<file path="src/rtl/spi_pkg.sv">
// Shared types for the SPI master: FSM state encoding and byte type.
package spi_pkg;
    localparam int BYTE_BITS = 8;

    typedef logic [BYTE_BITS-1:0] byte_t;

    typedef enum logic [1:0] {
        IDLE,
        LEAD,
        XFER,
        TRAIL
    } state_t;
endpackage

</file>
<file path="src/rtl/spi_clk_gen.sv">
// SCK divider: counts CLK_DIV-cycle half-periods while enabled and emits
// one-cycle rise/fall strobes plus the registered sck.
module spi_clk_gen #(
    parameter int CLK_DIV = 4
) (
    input  logic clk,
    input  logic reset,
    input  logic count_en,
    input  logic sck_en,
    output logic half_stb,
    output logic rise_stb,
    output logic fall_stb,
    output logic sck
);
    localparam int CW = $clog2(CLK_DIV + 1);
    localparam logic [CW-1:0] RELOAD = CW'(CLK_DIV - 1);

    logic [CW-1:0] cnt;

    // The end of every half-period is a strobe; only LEAD/XFER turn it into an sck edge.
    assign half_stb = count_en && (cnt == '0);
    assign rise_stb = half_stb && sck_en && !sck;
    assign fall_stb = half_stb && sck_en && sck;

    always_ff @(posedge clk or posedge reset) begin
        if (reset) begin
            cnt <= RELOAD;
            sck <= 1'b0;
        end else begin
            if (!count_en || cnt == '0) begin
                cnt <= RELOAD;
            end else begin
                cnt <= cnt - 1'b1;
            end
            if (rise_stb) begin
                sck <= 1'b1;
            end else if (fall_stb) begin
                sck <= 1'b0;
            end
        end
    end
endmodule

</file>
<file path="src/rtl/spi_master_fpga.sv">
// Mode-0 byte-stream SPI master with back-to-back burst support.
// Define SPI_MASTER_LOOPBACK_EN to sample the internal mosi instead of miso.
module spi_master_fpga
    import spi_pkg::*;
#(
    parameter int CLK_DIV = 4
) (
    input  logic       clk,
    input  logic       reset,
    input  logic       tx_valid,
    input  logic [7:0] tx_data,
    output logic       tx_ready,
    output logic       rx_valid,
    output logic [7:0] rx_data,
    output logic       busy,
    output logic       sck,
    output logic       mosi,
    input  logic       miso,
    output logic       cs_n
);
    state_t     state;
    state_t     state_next;
    byte_t      shreg;
    logic [2:0] bit_cnt;
    logic       half_stb;
    logic       rise_stb;
    logic       fall_stb;
    logic       count_en;
    logic       sck_en;
    logic       last_fall;
    logic       accept;
    logic       sample_bit;

    spi_clk_gen #(
        .CLK_DIV(CLK_DIV)
    ) u_clk_gen (
        .clk      (clk),
        .reset    (reset),
        .count_en (count_en),
        .sck_en   (sck_en),
        .half_stb (half_stb),
        .rise_stb (rise_stb),
        .fall_stb (fall_stb),
        .sck      (sck)
    );

`ifdef SPI_MASTER_LOOPBACK_EN
    assign sample_bit = mosi;
`else
    assign sample_bit = miso;
`endif

    assign last_fall = fall_stb && (bit_cnt == 3'(BYTE_BITS - 1));
    assign accept    = tx_valid && tx_ready;

    always_ff @(posedge clk or posedge reset) begin
        if (reset) begin
            state <= IDLE;
        end else begin
            state <= state_next;
        end
    end

    always_comb begin
        state_next = state;
        case (state)
            IDLE:    if (tx_valid) state_next = LEAD;
            LEAD:    if (rise_stb) state_next = XFER;
            XFER:    if (last_fall && !tx_valid) state_next = TRAIL;
            TRAIL:   if (half_stb) state_next = IDLE;
            default: state_next = IDLE;
        endcase
    end

    always_comb begin
        tx_ready = (state == IDLE) || ((state == XFER) && last_fall);
        busy     = (state != IDLE);
        count_en = (state != IDLE);
        sck_en   = (state == LEAD) || (state == XFER);
    end

    always_ff @(posedge clk or posedge reset) begin
        if (reset) begin
            cs_n     <= 1'b1;
            mosi     <= 1'b0;
            bit_cnt  <= '0;
            rx_valid <= 1'b0;
            rx_data  <= '0;
        end else begin
            rx_valid <= 1'b0;
            if (state == IDLE && tx_valid) begin
                cs_n    <= 1'b0;
                mosi    <= tx_data[BYTE_BITS-1];
                bit_cnt <= '0;
            end else if (fall_stb) begin
                bit_cnt <= bit_cnt + 3'd1;
                // Byte boundary: publish the byte and chain the next one without an sck gap.
                if (last_fall) begin
                    rx_data  <= shreg;
                    rx_valid <= 1'b1;
                    if (tx_valid) begin
                        mosi <= tx_data[BYTE_BITS-1];
                    end
                end else begin
                    mosi <= shreg[BYTE_BITS-1];
                end
            end else if (state == TRAIL && half_stb) begin
                cs_n <= 1'b1;
                mosi <= 1'b0;
            end
        end
    end

    always_ff @(posedge clk) begin
        if (accept) begin
            shreg <= tx_data;
        end else if (rise_stb) begin
            shreg <= {shreg[BYTE_BITS-2:0], sample_bit};
        end
    end
endmodule

</file>
<file path="config.mk">
export PLATFORM = sky130hd
export DESIGN_NAME = spi_master_fpga
export DESIGN_NICKNAME = d
export VERILOG_FILES = /design/src/rtl/spi_pkg.sv /design/src/rtl/spi_clk_gen.sv /design/src/rtl/spi_master_fpga.sv
export SDC_FILE = /design/constraint.sdc
export NUM_CORES = 1
export LEC_CHECK = 0
export ABC_CLOCK_PERIOD_IN_PS = 2200
export BUFFER_PORTS_ARGS = -buffer_cell sky130_fd_sc_hd__buf_2
export CAP_MARGIN = 20
export CORE_ASPECT_RATIO = 0.9
export CORE_UTILIZATION = 40
export DETAILED_ROUTE_END_ITERATION = 12
export PLACE_DENSITY = 0.6
export SLEW_MARGIN = 15
export SYNTH_ARGS = -nofsm -noshare
export SYNTH_HDL_FRONTEND = slang
export SYNTH_HIERARCHICAL = 1
export SYNTH_SLANG_ARGS = --single-unit
</file>
<file path="constraint.sdc">
create_clock -name clk -period 2.2 [get_ports clk]
set_clock_uncertainty 0.05 [all_clocks]
set_input_delay 0.22 -clock clk [delete_from_list [all_inputs] [get_ports clk]]
set_output_delay 0.22 -clock clk [all_outputs]
set_load 0.02 [all_outputs]
</file>
==> results of run 1 <==
-- per-layer routing --
layer	part of all wire (%)	GRT usage (%)
met1	47	20.3
met2	49	23.3
met3	3.4	3.54
met4	0.63	2.92
met5	0	0
-- cells by family (layout without fill, tap and decap cells) --
| group | Yosys count | after routing |
|---|---|---|
| compound gates | 8 | 8 |
| xor+xnor | 2 | 2 |
| fa+ha+maj | 9 | 9 |
| buf+inv | 12 | 44 |
| flops | 28 | 28 |
| mux | 20 | 20 |
| simple gates | 24 | 24 |
-- area by class of cell --
| cell class | count | area [um2] |
|---|---|---|
| clock buffers | 4 | 45.0 |
| fillers | 277 | 1440 |
| inverters | 10 | 37.5 |
| multi-input cells | 63 | 673 |
| flip-flops and latches | 28 | 744 |
| well taps | 42 | 52.6 |
| repair buffers | 30 | 165 |
-- sequential cells by signal, summed over array words and instances, names as in the netlist --
| register | flops |
|---|---|
| bit_cnt | 3 |
| cs_n | 1 |
| mosi | 1 |
| rx_data | 8 |
| rx_valid | 1 |
| shreg | 8 |
| state | 2 |
| u_clk_gen/cnt | 3 |
| u_clk_gen/sck | 1 |
-- worst register-to-register path, stage by stage (launching register included) --
cell and delay (ns):
dfstp_2 0.55, inv_2 0.04, ha_4 0.15, ha_4 0.15, and2_4 0.14, and3_4 0.17, a31o_4 0.25, nand2_8 0.11
mux2_4 0.31
-- metrics by stage --
| stage | power [W] | TNS [ns] |
|---|---|---|
| global route | 0.00201 | -0.129 |
| floorplan | 0.00141 | -0.256 |
| detailed placement | 0.00161 | 0 |
| finish | 0.00186 | 0 |
| global placement | 0.00159 | 0 |
| CTS | 0.00190 | 0 |
-- path summary, 6_finish.rpt --
kind / depth (start not counted) / endpoint / slack, ns
worst max-delay path: 8 / shreg[6] / 0.04
worst min-delay path: 2 / shreg[0] / 0.20
worst max register to register: 8 / shreg[6] / 0.04
worst min register to register: 1 / u_clk_gen/cnt[0] / 0.41
max in group asynchronous: 3 / rx_data[7] / 1.16
min in group asynchronous: 3 / u_clk_gen/sck / 0.32
-- timing repair --
| item | 4_1_cts | 5_1_grt |
|---|---|---|
| hold buffers | 1 | 0 |
| setup endpoints to repair | 0 | 18 |
| endpoints found under the hold margin | 4 | 0 |
| resized for setup | 0 | 1 |
-- layout by cell type (no fill, tap or decap), drive strengths merged --
cell type and instances:
buf 29, mux2 18, dfrtp 17, inv 10
ha 9, edfxtp 8, nor2 7, nand2 5
clkbuf 4, nor2b 3, dfstp 3, mux2i 2
xnor2 2, and2b 2, and2 2, nand3b 1
a2111oi 1, nor3 1, a2bb2oi 1, a31oi 1
a22oi 1, o32ai 1, a21o 1, o21ai 1
a31o 1, nand2b 1, dlygate4sd3 1, nand3 1
and3 1
-- power breakdown --
part / internal [W] / leakage, nW / total (W) / switching, W
combinational: 0.000426 / 0.485 / 0.000843 / 0.000417
sequential: 0.000690 / 0.307 / 0.000752 / 0.0000618
clock: 0.000129 / 0.0228 / 0.000270 / 0.000140
total: 0.00125 / 0.815 / 0.00186 / 0.000619
==> results.cfg, run 1 <==
[clocking]
cts_root_buffer = clkbuf_8
clk_pin_slew_ns = 0.09
cts_num_sinks = 28
cts_setup_buffers = 0
cts_tree = done
clockBufferDepth = 2
cts-buffers-inserted = 3
htreeDepth = 1
clock_latency_ns = 0.27

[worst_setup_path]
startpoint_type = register
criticalPathCategory = reg2reg
worst_path_max_delay_cell = dfstp_2
r2r-start = u_clk_gen/cnt[0]
path_buf_inv = 1
path_cells = inv_2, ha_4, ha_4, and2_4, and3_4, a31o_4, nand2_8, mux2_4
worstPathRequired_ns = 2.17
crit_family = flip-flops
critPathMaxFanout = 9
cp-end-kind = register
crit_path_max_incr_delay_ns = 0.55
cp-startpoint = u_clk_gen/cnt[0]
worstPathArrival_ns = 2.13
crit_top_cell = ha_4

[cells_and_area]
syn2layout_area_growth_pct = 24.4
fin_util_pct = 54.3
postLayoutCellArea_um2 = 1720
layout.nets = 157
layout.cells.non_filler = 177
drive_gt1_share_pct = 50.4
antenna_cells = 0

[global_route]
grt_first_pass_wirelength_um = 4060
grt_start_max_net_pins = 17
grtUsageTotal_pct = 14.6
grt-ovfl-total = 0
antenna_found_initial = 0
grt_pass1_vias = 834

[logic_synthesis]
syn_area_per_cell_um2 = 13.4
synthAdderAreaFrac_pct = 8.15
synthFlopType = dfrtp_1
synthArstFlopShare_pct = 71.4
synth.largest_area_cell = dfrtp_1
netlist_area_um2 = 1380
synth_nets = 124
ys_seq_area_share_pct = 53.9
synth_edf_count = 8
synth_mux_area_share_pct = 16.4
synth_xor_area_share_pct = 1.27
synth_top_family_by_area = multiplexers
netlist.area_leader.share_pct = 30.8
yosys-top-cells-area = dfrtp_1, edfxtp_1, mux2_2
syn_inst = 103
yosysWarnings = 6
synth_cell_types = 32
synth_common_cells = dfrtp_1, mux2_2, inv_1
synthSimpleGateAreaFrac_pct = 10.6
synth_compound_area_share_pct = 5.80
synth-seq-cells = 28

[hold_path]
worstHoldStart = miso
min_path_type = in2reg

[sta]
drv_slew = 0
max_freq_mhz = 462
worst_pin_slew_ns = 0.638
min_period_over_period_pct = 98.4
setup_viol = 0
fin_hold_ws_ns = 0.197
slew_headroom_pct = 57.4
rsz0062_at_grt = yes
worst_slack_ns = 0.0351
hold_violations = 0
layout_min_cycle_time_ns = 2.16

[route]
antenna_left = 0
drc_errors = 0
wl_per_cell_um = 13.4
drt_iter0_markers = 22
routed_wl_um = 2370
vias = 853
dr.pass1.iters = 3
viasPerCell = 4.82

[placement]
dpl_cell_area_um2 = 1660
pre_cts_ws_ns = 0.0350
place_congestion = 0.771
dp_cells = 172
portBuffers = 25
dpl.hpwl_um = 1890

[floorplan]
design.portCount = 26
core_um2 = 3160
die_area_um2 = 3690
rows = 19
start_util_pct = 43.7
die_w_um = 63.9
die_y_um = 57.8

[power_and_ir_drop]
p_leak_nw = 0.815
peakVddDrop_uv = 657
power_density_nw_per_um2 = 1090

[status]
outcome = finished clean

[run]
cap_violations = 0
Power figures use the tool's default switching activity.
==> run 2, diff against run 1 <==
--- a/config.mk
+++ b/config.mk
@@ -5,13 +5,13 @@
 export SDC_FILE = /design/constraint.sdc
 export NUM_CORES = 1
 export LEC_CHECK = 0
-export ABC_CLOCK_PERIOD_IN_PS = 2200
+export ABC_CLOCK_PERIOD_IN_PS = 2080
 export BUFFER_PORTS_ARGS = -buffer_cell sky130_fd_sc_hd__buf_2
 export CAP_MARGIN = 20
 export CORE_ASPECT_RATIO = 0.9
 export CORE_UTILIZATION = 40
 export DETAILED_ROUTE_END_ITERATION = 12
-export PLACE_DENSITY = 0.6
+export PLACE_DENSITY = 0.58
 export SLEW_MARGIN = 15
 export SYNTH_ARGS = -nofsm -noshare
 export SYNTH_HDL_FRONTEND = slang
==> constraint.sdc (replaced) <==
create_clock -name clk -period 2.08 [get_ports clk]
set_clock_uncertainty 0.05 [all_clocks]
set_input_delay 0.208 -clock clk [delete_from_list [all_inputs] [get_ports clk]]
set_output_delay 0.208 -clock clk [all_outputs]
set_load 0.02 [all_outputs]
==> run 2 against run 1 <==
Effect of this change: the flow now finishes with violations (setup timing); worst hold slack got worse by 0.015 ns; flip-flop and latch count unchanged; design area increased by 5.5%; final cell count increased by 3.4%; total power increased by 13%; die area unchanged; global-route usage increased by 1.9 points; clock-buffer cell count unchanged; utilization increased by 3.0 points; register-to-register slack got worse by 0.09 ns; wire length increased by 13%; critical path type is now reg2out; critical endpoint is now tx_ready; highest routed layer unchanged.
==> results.cfg, run 2 (synthesized netlist as in run 1, its figures left out) <==
[status]
outcome = finished, violations left
violations = setup timing

[route]
wl_per_cell_um = 14.7
dr.pass1.iters = 6
drt_iter0_markers = 34
vias = 891
drc_errors = 0
routed_wl_um = 2680
viasPerCell = 4.87
antenna_left = 0

[worst_setup_path]
cp-end-kind = output pin
path_buf_inv = 3
worstPathRequired_ns = 1.82
crit_path_max_incr_delay_ns = 0.55
path_cells = inv_2, ha_4, ha_4, and2_4, and3_4, a31o_4, buf_6, buf_6
criticalPathCategory = reg2out
critPathMaxFanout = 4
worst_path_max_delay_cell = dfstp_2
startpoint_type = register
crit_family = flip-flops
worstPathArrival_ns = 1.91

[sta]
setup_viol = 10
min_period_over_period_pct = 104
drv_slew = 0
worst_slack_ns = -0.0905
slew_headroom_pct = 55.6
fin_hold_ws_ns = 0.182
hold_violations = 0
layout_min_cycle_time_ns = 2.17
rsz0062_at_grt = yes
worst_pin_slew_ns = 0.665
max_freq_mhz = 461

[clocking]
cts_num_sinks = 28
clockBufferDepth = 2
clk_pin_slew_ns = 0.10
cts_root_buffer = clkbuf_8
cts_tree = done
htreeDepth = 1
clock_latency_ns = 0.27
cts-buffers-inserted = 3

[floorplan]
die_area_um2 = 3690
die_w_um = 63.9
rows = 19
core_um2 = 3160
design.portCount = 26
die_y_um = 57.8
start_util_pct = 43.7

[placement]
dpl.hpwl_um = 1930
pre_cts_ws_ns = -0.0820
portBuffers = 25
place_congestion = 0.699

[power_and_ir_drop]
totalPowerFinal_w = 0.00212
power_density_nw_per_um2 = 1170
p_leak_nw = 0.877
peakVddDrop_uv = 762

[cells_and_area]
syn2layout_area_growth_pct = 31.3
top_regs = rx_data x8, shreg x8
layout.nets = 163
final_common_cell = buf_2
antenna_cells = 0
mostFrequentLayoutCells = buf_2, dfrtp_1, mux2_4, buf_4, edfxtp_1
drive_gt1_share_pct = 55.3

[hold_path]
min_path_type = in2reg

[run]
cap_violations = 0

[global_route]
grt_pass1_vias = 892
grt_first_pass_wirelength_um = 4460
grtUsageTotal_pct = 16.4
antenna_found_initial = 0
grt-ovfl-total = 0
grt_start_max_net_pins = 17
-- run 2: layout make-up --
class	instances	area, um2
repair buffers	35	213
clock buffers	4	45.0
flip-flops and latches	28	744
inverters	10	40.0
well taps	42	52.6
fillers	272	1350
multi-input cells	64	718
-- run 2: routing by layer --
layer	routed length, um	global-route usage (%)
met3	95	4.33
met1	1270	22.3
met2	1280	26.9
met5	0	0
met4	34	2.92
-- run 2: stage by stage --
stage	utilization (%)	setup TNS (ns)	area, um2	std cells
2_1_floorplan	-	-1.87	1480	103
6_report	57.3	-0.448	1810	183
3_3_place_gp	53.4	-0.511	1690	174
5_1_grt	57.3	-1.06	1810	183
3_5_place_dp	53.4	-1.34	1690	174
4_1_cts	57.1	-0.702	1810	184
-- run 2: report_power, final --
part / internal [W] / switching (W) / total [W]
logic: 0.000531 / 0.000483 / 0.00101
registers: 0.000731 / 0.0000729 / 0.000803
clock network: 0.000137 / 0.000162 / 0.000299
-- run 2: worst register-to-register path: cells and delay by family (launching register included) --
kind	cells	cell delay [ns]
flip-flops	1	0.55
AND/OR/NAND/NOR	3	0.41
multiplexers	1	0.31
adder cells (fa/ha/maj)	2	0.30
AO/OA/AOI/OAI	1	0.24
buffers and inverters	1	0.04
-- run 2: final timing paths --
kind,from,to,slack [ns],cells past startpoint
min in group asynchronous,reset,u_clk_gen/sck,0.31,3
max in group asynchronous,reset,rx_data[4],1.02,3
hold reg to reg,u_clk_gen/cnt[0],u_clk_gen/cnt[0],0.41,1
setup reg to reg,u_clk_gen/cnt[0],shreg[3],-0.05,8
setup / recovery,u_clk_gen/cnt[0],tx_ready,-0.09,8
hold / removal,tx_data[6],shreg[6],0.18,2
-- run 2: what timing repair did --
item,4_1_cts,5_1_grt
hold buffers,1,0
pin swaps,5,4
resized for setup,9,4
cloned,1,0
setup endpoints to repair,25,27
endpoints found under the hold margin,4,0
buffers inserted,4,0
